`src/rtl/d_cache_arbiter.sv`:
```
// d_cache_arbiter: clears the d_cache after reset, then shares its port between the core (priority) and a host port that is guaranteed a slot within MaxWait cycles
module d_cache_arbiter #(
  parameter int Depth   = 120,
  parameter int MaxWait = 4,
  parameter int DoClear = 1,
  parameter int DPW     = 32
) (
  input  logic           clk,
  input  logic           rst,
  input  logic           core_req_i,
  input  logic           core_we_i,
  input  logic [DPW-1:0] core_addr_i,
  input  logic [DPW-1:0] core_wd_i,
  output logic [DPW-1:0] core_rdata_o,
  output logic           core_stall_o,
  output logic           core_err_o,
  input  logic           host_valid_i,
  output logic           host_ready_o,
  input  logic           host_we_i,
  input  logic [DPW-1:0] host_addr_i,
  input  logic [DPW-1:0] host_wdata_i,
  output logic [DPW-1:0] host_rdata_o,
  output logic           host_rvalid_o,
  output logic           host_err_o,
  output logic [DPW-1:0] mem_addr_o,
  output logic [DPW-1:0] mem_wd_o,
  output logic           mem_we_o,
  input  logic [DPW-1:0] mem_rd_i,
  output logic           init_done_o
);
  localparam int WW = $clog2(MaxWait + 1);
  localparam logic [DPW:0] LastAddr = (DPW+1)'(Depth - 4);
  typedef enum logic {CLEAR, RUN} state_t;
  state_t state_q, state_d;
  logic [DPW-1:0] clear_ptr_q, mem_addr_q, core_rdata_q;
  logic [WW-1:0] wait_cnt_q, wait_cnt_d;
  logic init_done_q, core_rd_q, host_rd_q, rd_bad_q;
  logic run, forced, host_grant, core_grant, core_bad, host_bad;
  // out-of-range checks are done one bit wider so addresses near 2^DPW cannot wrap into range
  assign core_bad   = {1'b0, core_addr_i} > LastAddr;
  assign host_bad   = {1'b0, host_addr_i} > LastAddr;
  assign run        = state_q == RUN;
  assign forced     = wait_cnt_q == WW'(MaxWait);
  assign host_grant = run & host_valid_i & (~core_req_i | forced);
  assign core_grant = run & core_req_i & ~host_grant;
  // state register
  always_ff @(posedge clk or posedge rst)
    if (rst) state_q <= (DoClear != 0) ? CLEAR : RUN;
    else state_q <= state_d;
  // next state: leave CLEAR after the last word is written; host wait age saturates at MaxWait
  always_comb begin
    state_d    = (state_q == CLEAR && clear_ptr_q == DPW'(Depth - 4)) ? RUN : state_q;
    wait_cnt_d = (host_grant | ~host_valid_i) ? '0 : forced ? wait_cnt_q : wait_cnt_q + 1'b1;
  end
  // clear sweep, wait age, held address/data and read-return ownership
  always_ff @(posedge clk or posedge rst)
    if (rst) begin
      clear_ptr_q  <= '0;
      init_done_q  <= 1'b0;
      wait_cnt_q   <= '0;
      mem_addr_q   <= '0;
      core_rdata_q <= '0;
      core_rd_q    <= 1'b0;
      host_rd_q    <= 1'b0;
      rd_bad_q     <= 1'b0;
    end else begin
      clear_ptr_q  <= run ? clear_ptr_q : clear_ptr_q + DPW'(4);
      init_done_q  <= init_done_q | (state_q == CLEAR && state_d == RUN);
      wait_cnt_q   <= wait_cnt_d;
      mem_addr_q   <= mem_addr_o;
      core_rdata_q <= core_rdata_o;
      core_rd_q    <= core_grant & ~core_we_i;
      host_rd_q    <= host_grant & ~host_we_i;
      rd_bad_q     <= (core_grant & core_bad) | (host_grant & host_bad);
    end
  // outputs: grant mux to d_cache, handshakes, error pulses and read return
  always_comb begin
    host_ready_o  = host_grant;
    core_stall_o  = run ? core_req_i & ~core_grant : 1'b1;
    core_err_o    = core_grant & core_bad;
    host_err_o    = host_grant & host_bad;
    mem_we_o      = run ? (host_grant & host_we_i & ~host_bad) | (core_grant & core_we_i & ~core_bad) : ~rst;
    mem_addr_o    = !run ? clear_ptr_q : host_grant ? host_addr_i : core_grant ? core_addr_i : mem_addr_q;
    mem_wd_o      = !run ? '0 : host_grant ? host_wdata_i : core_grant ? core_wd_i : '0;
    core_rdata_o  = core_rd_q ? (rd_bad_q ? '0 : mem_rd_i) : core_rdata_q;
    host_rvalid_o = host_rd_q;
    host_rdata_o  = (host_rd_q & ~rd_bad_q) ? mem_rd_i : '0;
    init_done_o   = init_done_q;
  end
endmodule
```
`config.mk`:
```
export PLATFORM = sky130hd
export DESIGN_NAME = d_cache_arbiter
export DESIGN_NICKNAME = d
export VERILOG_FILES = /design/src/rtl/d_cache_arbiter.sv
export SDC_FILE = /design/constraint.sdc
export NUM_CORES = 1
export LEC_CHECK = 0
export CAP_MARGIN = 0
export CORE_MARGIN = 4
export CORE_UTILIZATION = 40
export DETAILED_ROUTE_END_ITERATION = 6
export GPL_TIMING_DRIVEN = 1
export PLACE_DENSITY = 0.84
export SYNTH_ARGS = -nofsm -noshare
export SYNTH_HDL_FRONTEND = slang
export SYNTH_SLANG_ARGS = --single-unit
```
`constraint.sdc`:
```
create_clock -name clk -period 4.6 [get_ports clk]
set_clock_uncertainty 0.1 [all_clocks]
set_input_delay 0.69 -clock clk [delete_from_list [all_inputs] [get_ports clk]]
set_output_delay 0.69 -clock clk [all_outputs]
set_load 0.01 [all_outputs]
```
-- Yosys cells after proc, flatten, opt, wreduce, memory -nomap -nowiden
Index checks and enable logic that the tools add are counted.
- $add $sub $neg: 2
- $mul: 0
- divide/modulo/power cells: 0
- $lt $le $gt $ge: 2
- eq/ne operators: 3
- shifts and indexed selects: 0
- muxes and demuxes: 14
- bitwise gates (word level): 30
- reductions and logical operators: 2
- operators with widths (operator ; number):
    $mux 32 ; 9
    $gt 32x7->1 const B ; 2
    $add 32x3->32 const B ; 1
    $eq 32x7->1 const B ; 1
    $and 1x1->1 ; 14
    $not 1->1 ; 11
    $mux 3 ; 2
    $or 1x1->1 ; 5
    $add 3x1->3 const B ; 1
    $eq 3x3->1 const B ; 1
    $mux 1 ; 3
    $logic_and 1x1->1 ; 2
    $ne 2x1->1 const B ; 1
- bits in registers: 104
- bits in latches: 0
- bits in writable memories: 0
- bits in read-only memories: 0
- bits of input ports: 166
- output and inout bits: 135
- word-level logic and storage cells: 62
- memories kept: 0

-- Longest topological paths before layout
Gate-level depths: netlist of the first run.
- word-level depth: 9
- gate-level depth with buffers: 9
- mapped depth without buffers: 7

-- Worst setup path before layout of the first run
OpenSTA, ideal clock, no wires.
- kind: input-to-output
- start point: in rst
- end point: out mem_we_o
- arrival: 3.298 ns
- required time: 3.810 ns
- path slack: 0.512 ns
- stages on the path: 2
- path buffers: 0
- cell sequence: inv_1 -> a221o_1
- word-level cells in the longest chain between the ends: 2
- ends and longest elaborated chain (what ; RTL line ; RTL):
    start: declaration ; 9 ; input logic rst,
    $not 1->1 ; 82 ; mem_we_o = run ? (host_grant & host_we_i & ~host_bad) | (core_grant & core_we_i & ~core_bad) : ~rst;
    $mux 1 ; 82 ;
    end: declaration ; 27 ; output logic mem_we_o,
No other way between the ends.

-- Worst setup path after layout of the first run
- start point: in core_req_i
- end point: out mem_addr_o[30]
- word-level cells in the longest chain between the ends: 8
- elaborated cells on any way between the ends: 9
- classes of those cells: mux (3); bitwise (6)
- ends and longest elaborated chain (what ; RTL line ; RTL):
    start: declaration ; 10 ; input logic core_req_i,
    $not 1->1 ; 44 ; assign host_grant = run & host_valid_i & (~core_req_i | forced);
    $or 1x1->1 ; 44 ;
    $and 1x1->1 ; 44 ;
    $not 1->1 ; 45 ; assign core_grant = run & core_req_i & ~host_grant;
    $and 1x1->1 ; 45 ;
    $mux 32 ; 83 ; mem_addr_o = !run ? clear_ptr_q : host_grant ? host_addr_i : core_grant ? core_addr_i : mem_addr_q;
    $mux 32 * (2 in a row) ; 83 ;
    end: declaration ; 25 ; output logic [DPW-1:0] mem_addr_o,
Every way passes the cells marked *; elsewhere a longest branch is shown, timed or not.

==> results.toml, run 1 <==
[sta]
finalSetupViolCount = 0
fin_crit_sh = 0.887
fin_crit_ns = 4.08
hold_viol_final = 0
postLayoutSetupSlackWorst_ns = 0.522
relSlewSlack = 0.326
slew_viol_final = 0
final.setup.tns_ns = 0
tightest_slew_ns = 1.01
clock.fmax_ghz = 0.245
rsz0062_at_grt = "no"

[yosys]
yosysTopAreaCell = "dfrtp_1"
yosys_warnings = 0
synth_edf_count = 0
yosys.area.top_type_share = 0.445
synth_area_per_cell_sq_um = 8.03
syn_inst = 714
synth_cell_types = 39
synthFlopType = "dfrtp_1"
syn-num-nets = 884
async_flop_share = 1.00
synth_area_sq_um = 5730
synth_seq_area_share = 0.445
ys_top_cells_by_area = "dfrtp_1, nand2_1, nand3_1"
ys_ff_latch = 102

[worst_setup_path]
slowest_delay_ns = 0.66
rrSetupSlack_ns = 2.31
reg2reg_depth = 4
worstPathMaxFanout = 60
crit_end = "mem_addr_o[30]"
critPathLaunchType = "input port"
r2r_start = "run$_DFF_PP0_"
criticalPathCategory = "in -> out"
end_kind = "output port"
critPathLaunch = "core_req_i"
cpMostUsedCell = "clkdlybuf4s50_1"
worstPathCellList = "clkdlybuf4s50_1 > a21bo_2 > nand3_2 > buf_4 > nor2_1 > o31ai_1 > clkdlybuf4s50_1"
reg2reg_to = "mem_addr_q[12]$_DFF_PP0_"
cp_data_arrival_time_ns = 3.29
cpMaxStageDelayCell = "clkdlybuf4s50_1"
required_ns = 3.81

[detailed_routing]
drtAntennaViolNets = 0
wire_per_inst_um = 17.0
remaining_drc_errors = 0
firstDrtPassIters = 5
num_vias = 5945
via_per_inst = 5.06
drtIter0Drc = 383
routed_wl_um = 20000

[grt]
grt_pass1_vias = 5900
grt_pass1_wl_um = 31400
antenna_found_initial = 2
track_usage = 0.240
grt_max_degree = 70
grt_overflow = 0

[flow_run]
maxCapViolCount = 0

[outcome]
status = "complete, no violations"

[pwr]
power_leakage_nw = 3.97
p_total_mw = 2.39
power_density_nw_per_um2 = 262
vdd_drop_max_v = 0.000183

[cts]
cts-resized-gates = 0
cts_buffer_depth = 2
postCtsSetupBuffers = 0
clk_latency_ns = 0.34
cts_tree = "built"
cts.clk_slew.worst_paths_ns = 0.07
numCtsBuffers = 9
ctsHoldBuffers = 0
cts.htree.levels = 3
root_buffer = "clkbuf_16"
cts_sinks = 102

[placed_design]
dp_slack_ns = 0.493
dp_hpwl_um = 15600
port_buffers = 300
gp_congestion = 0.892

[final_layout]
area_growth_pct = 59.3
final_common_cell = "clkdlybuf4s50_1"
nets = 1159
layout_common_cells = "clkdlybuf4s50_1, nand2_1, dfrtp_1"
drive_above_1_share = 0.0402
nFillCells = 1140

[floorplan]
dieWidth_um = 128
floorplan.initialDensity = 0.411
core_area_sq_um = 13900
num_io_pins = 301
rows = 43
fp.dieH_um = 128
dieArea_sq_um = 16300

[min_path]
hold_path.class = "reg -> reg"
## synth_stat cells, types with 3 or more instances
cell / count
nand2_1: 196
dfrtp_1: 102
nand3_1: 51
inv_1: 42
nor2_1: 40
o21ai_0: 37
and2_1: 35
and3_1: 33
o31ai_1: 30
xnor2_1: 25
clkbuf_1: 24
nor4_1: 17
buf_2: 16
nand4_1: 13
nor3_1: 7
xor2_1: 5
ha_1: 4
mux2i_1: 4
a21oi_1: 3
buf_1: 3
o211ai_1: 3
## cell families (layout without fill, tap and decap cells)
logic type / after synthesis / in the layout / share of synthesized area
buffers and inverters: 88 / 368 / 0.0624
DFF: 102 / 102 / 0.445
and+or+nand+nor: 406 / 406 / 0.342
xor gates and xnor gates: 30 / 30 / 0.0458
other: 0 / 2 / 0
adders and majority gates: 4 / 4 / 0.00873
AOI/OAI and AO/OA: 80 / 80 / 0.0886
muxes: 4 / 4 / 0.00698
## worst min path at each step
stage / from / end / slack [ns] / depth (start not counted)
floorplan: clear_ptr_q[31]$_DFFE_PP0N_ / clear_ptr_q[31]$_DFFE_PP0N_ / 0.37 / 1
global placement: init_done_o$_DFF_PP0_ / init_done_o$_DFF_PP0_ / 0.37 / 1
detailed placement: init_done_o$_DFF_PP0_ / init_done_o$_DFF_PP0_ / 0.35 / 1
CTS: init_done_o$_DFF_PP0_ / init_done_o$_DFF_PP0_ / 0.38 / 1
global route: init_done_o$_DFF_PP0_ / init_done_o$_DFF_PP0_ / 0.41 / 1
finish: init_done_o$_DFF_PP0_ / init_done_o$_DFF_PP0_ / 0.37 / 1
## sequential cells by signal, summed over array words and instances (netlist names)
name / count
wait_cnt_q: 3
core_rd_q: 1
mem_addr_q: 32
init_done_o: 1
host_rvalid_o: 1
core_rdata_q: 32
rd_bad_q: 1
clear_ptr_q: 30
run: 1
## worst max-delay path: cells and delay by family
| family | cells | cell delay [ns] |
|---|---|---|
| buffers and inverters | 3 | 1.78 |
| AO/OA/AOI/OAI | 2 | 0.62 |
| AND/OR/NAND/NOR | 2 | 0.17 |
## stage by stage
| step | hold slack [ns] | utilization | instances | area, sq um |
|---|---|---|---|---|
| after floorplan | 0.368 | - | 714 | 5730 |
| after global placement | 0.374 | 0.634 | 1158 | 8840 |
| after CTS | 0.377 | 0.655 | 1174 | 9130 |
| final | 0.375 | 0.656 | 1176 | 9140 |
| after detailed placement | 0.351 | 0.634 | 1158 | 8840 |
| after global routing | 0.410 | 0.656 | 1176 | 9140 |
## layer usage
metal	up-vias	track usage	share of wire
li1	2927	-	-
met1	2723	0.311	0.42
met2	244	0.397	0.48
met3	51	0.0525	0.073
met4	0	0.0799	0.032
met5	-	0	0
## final cells by class
cell class / count / area (sq um) / area share
clock inverter: 6 / 62.6 / 0.00685
multi-input combinational: 524 / 2830 / 0.309
inverter: 43 / 164 / 0.0179
tap: 180 / 225 / 0.0247
sequential: 102 / 2550 / 0.279
antenna: 2 / 5.00 / 0.000548
timing repair buffer: 309 / 3070 / 0.336
clock buffer: 10 / 229 / 0.0251
## where the power goes
part	total, mW	switching (mW)	internal (mW)
logic	0.645	0.280	0.365
registers	0.993	0.0229	0.970
clock network	0.752	0.331	0.421
(Power assumes the default switching activity.)
==> inputs of run 2 (changes only) <==
==> constraint.sdc (replaced) <==
create_clock -name clk -period 4 [get_ports clk]
set_clock_uncertainty 0.1 [all_clocks]
set_input_delay 0.6 -clock clk [delete_from_list [all_inputs] [get_ports clk]]
set_output_delay 0.6 -clock clk [all_outputs]
set_load 0.01 [all_outputs]
==> results.toml, run 2 (same netlist as run 1, synthesis figures left out) <==
[grt]
grt_pass1_vias = 5748
grt_max_degree = 69
grt_overflow = 0
antenna_found_initial = 1
track_usage = 0.234
grt_pass1_wl_um = 30800

[cts]
postCtsSetupBuffers = 0
cts_buffer_depth = 2
cts.htree.levels = 3
cts.clk_slew.worst_paths_ns = 0.07
numCtsBuffers = 9
cts-resized-gates = 0
root_buffer = "clkbuf_16"
cts_sinks = 102
clk_latency_ns = 0.34
ctsHoldBuffers = 0
cts_tree = "built"

[sta]
final.setup.tns_ns = 0
fin_crit_sh = 0.896
hold_viol_final = 0
postLayoutSetupSlackWorst_ns = 0.416
clock.fmax_ghz = 0.279
whs_ns = 0.390
slew_viol_final = 0
tightest_slew_ns = 0.977
rsz0062_at_grt = "no"
relSlewSlack = 0.347
finalSetupViolCount = 0
fin_crit_ns = 3.58

[final_layout]
nFillCells = 1139
nets = 1164
final_cells = 1179
drive_above_1_share = 0.0431
seq_area_sq_um = 2550
area_growth_pct = 59.5
design_area_sq_um = 9150
layout_common_cells = "clkdlybuf4s50_1, nand2_1, dfrtp_1"
utilization = 0.656
final_common_cell = "clkdlybuf4s50_1"
multi_input_area_sq_um = 2830
reg_top3 = "core_rdata_q (32), mem_addr_q (32), clear_ptr_q (30)"

[placed_design]
dp_slack_ns = 0.429
gp_congestion = 0.881
dp_hpwl_um = 15600
placement.cell_area_sq_um = 8880
placed_cells = 1163
port_buffers = 300

[floorplan]
fp.dieH_um = 128
rows = 43
dieArea_sq_um = 16300
floorplan.initialDensity = 0.411
num_io_pins = 301
dieWidth_um = 128
core_area_sq_um = 13900

[detailed_routing]
routed_wl_um = 19800
drtAntennaViolNets = 0
via_per_inst = 5.06
firstDrtPassIters = 5
drtIter0Drc = 376
remaining_drc_errors = 0
wire_per_inst_um = 16.8
num_vias = 5971

[flow_run]
maxCapViolCount = 0

[worst_setup_path]
cpMaxStageDelayCell = "dfrtp_1"
cp_data_arrival_time_ns = 2.88
required_ns = 3.30
worstPathCellList = "and2_2 > buf_4 > nand2_1 > and3_1 > o31ai_1 > clkdlybuf4s50_1"
critPathLaunch = "run$_DFF_PP0_"
worstPathMaxFanout = 33
slowest_delay_ns = 0.73
end_kind = "output port"
critPathLaunchType = "flop"
criticalPathCategory = "reg -> out"
r2r_start = "clear_ptr_q[2]$_DFFE_PP0N_"

[min_path]
hold_path.class = "reg -> reg"
min-delay-start = "init_done_o$_DFF_PP0_"

[pwr]
vdd_drop_max_v = 0.000257
p_total_mw = 2.68
power_leakage_nw = 3.98
power_density_nw_per_um2 = 293

[outcome]
status = "complete, no violations"
-- run 2: changes by cell type in the layout (fill, tap and decap cells not counted) --
cell / previous run / this run
clkinv_4: 2 / 1
clkinvlp_4: 0 / 1
buf_4: 9 / 14
bufinv_16: 1 / 0
diode_2: 2 / 1
clkbuf_1: 1 / 2
clkinv_2: 3 / 1
clkbuf_8: 0 / 1
-- run 2: area by class of cell --
class                      count  share of cell area
clock buffer                  12              0.0269
inverter                      43              0.0179
clock inverter                 3             0.00233
multi-input combinational    524               0.309
antenna                        1            0.000274
timing repair buffer         314               0.340
sequential                   102               0.279
tap                          180              0.0246
-- run 2: metal layers --
| metal | vias to the layer above | part of all wire | track usage | wire length [um] |
|---|---|---|---|---|
| met4 | 0 | 0.019 | 0.0612 | 382 |
| met2 | 217 | 0.50 | 0.394 | 9810 |
| li1 | 2938 | - | - | - |
| met1 | 2788 | 0.42 | 0.306 | 8270 |
| met3 | 28 | 0.068 | 0.0513 | 1340 |
| met5 | - | 0 | 0 | 0 |
-- run 2: power breakdown --
group	switching, mW	total (mW)	internal (mW)
Clock	0.362	0.798	0.436
Combinational	0.325	0.748	0.423
Sequential	0.0218	1.14	1.12
Total	0.709	2.68	1.97
-- run 2: final timing paths --
check                      slack, ns  depth (start not counted)                         to
max                             0.42                          6             mem_addr_o[18]
min                             0.39                          1      init_done_o$_DFF_PP0_
max reg2reg                     1.82                          4              run$_DFF_PP0_
min reg2reg                     0.39                          1      init_done_o$_DFF_PP0_
max in group asynchronous       2.05                          3   mem_addr_q[23]$_DFF_PP0_
min in group asynchronous       0.52                          2  core_rdata_q[8]$_DFF_PP0_
-- run 2: worst max-delay path: cells and delay by family (launching register included) --
kind | cells | cell delay (ns)
DFF | 1 | 0.73
AOI/OAI and AO/OA | 1 | 0.31
and+or+nand+nor | 3 | 0.54
buffers and inverters | 2 | 0.94
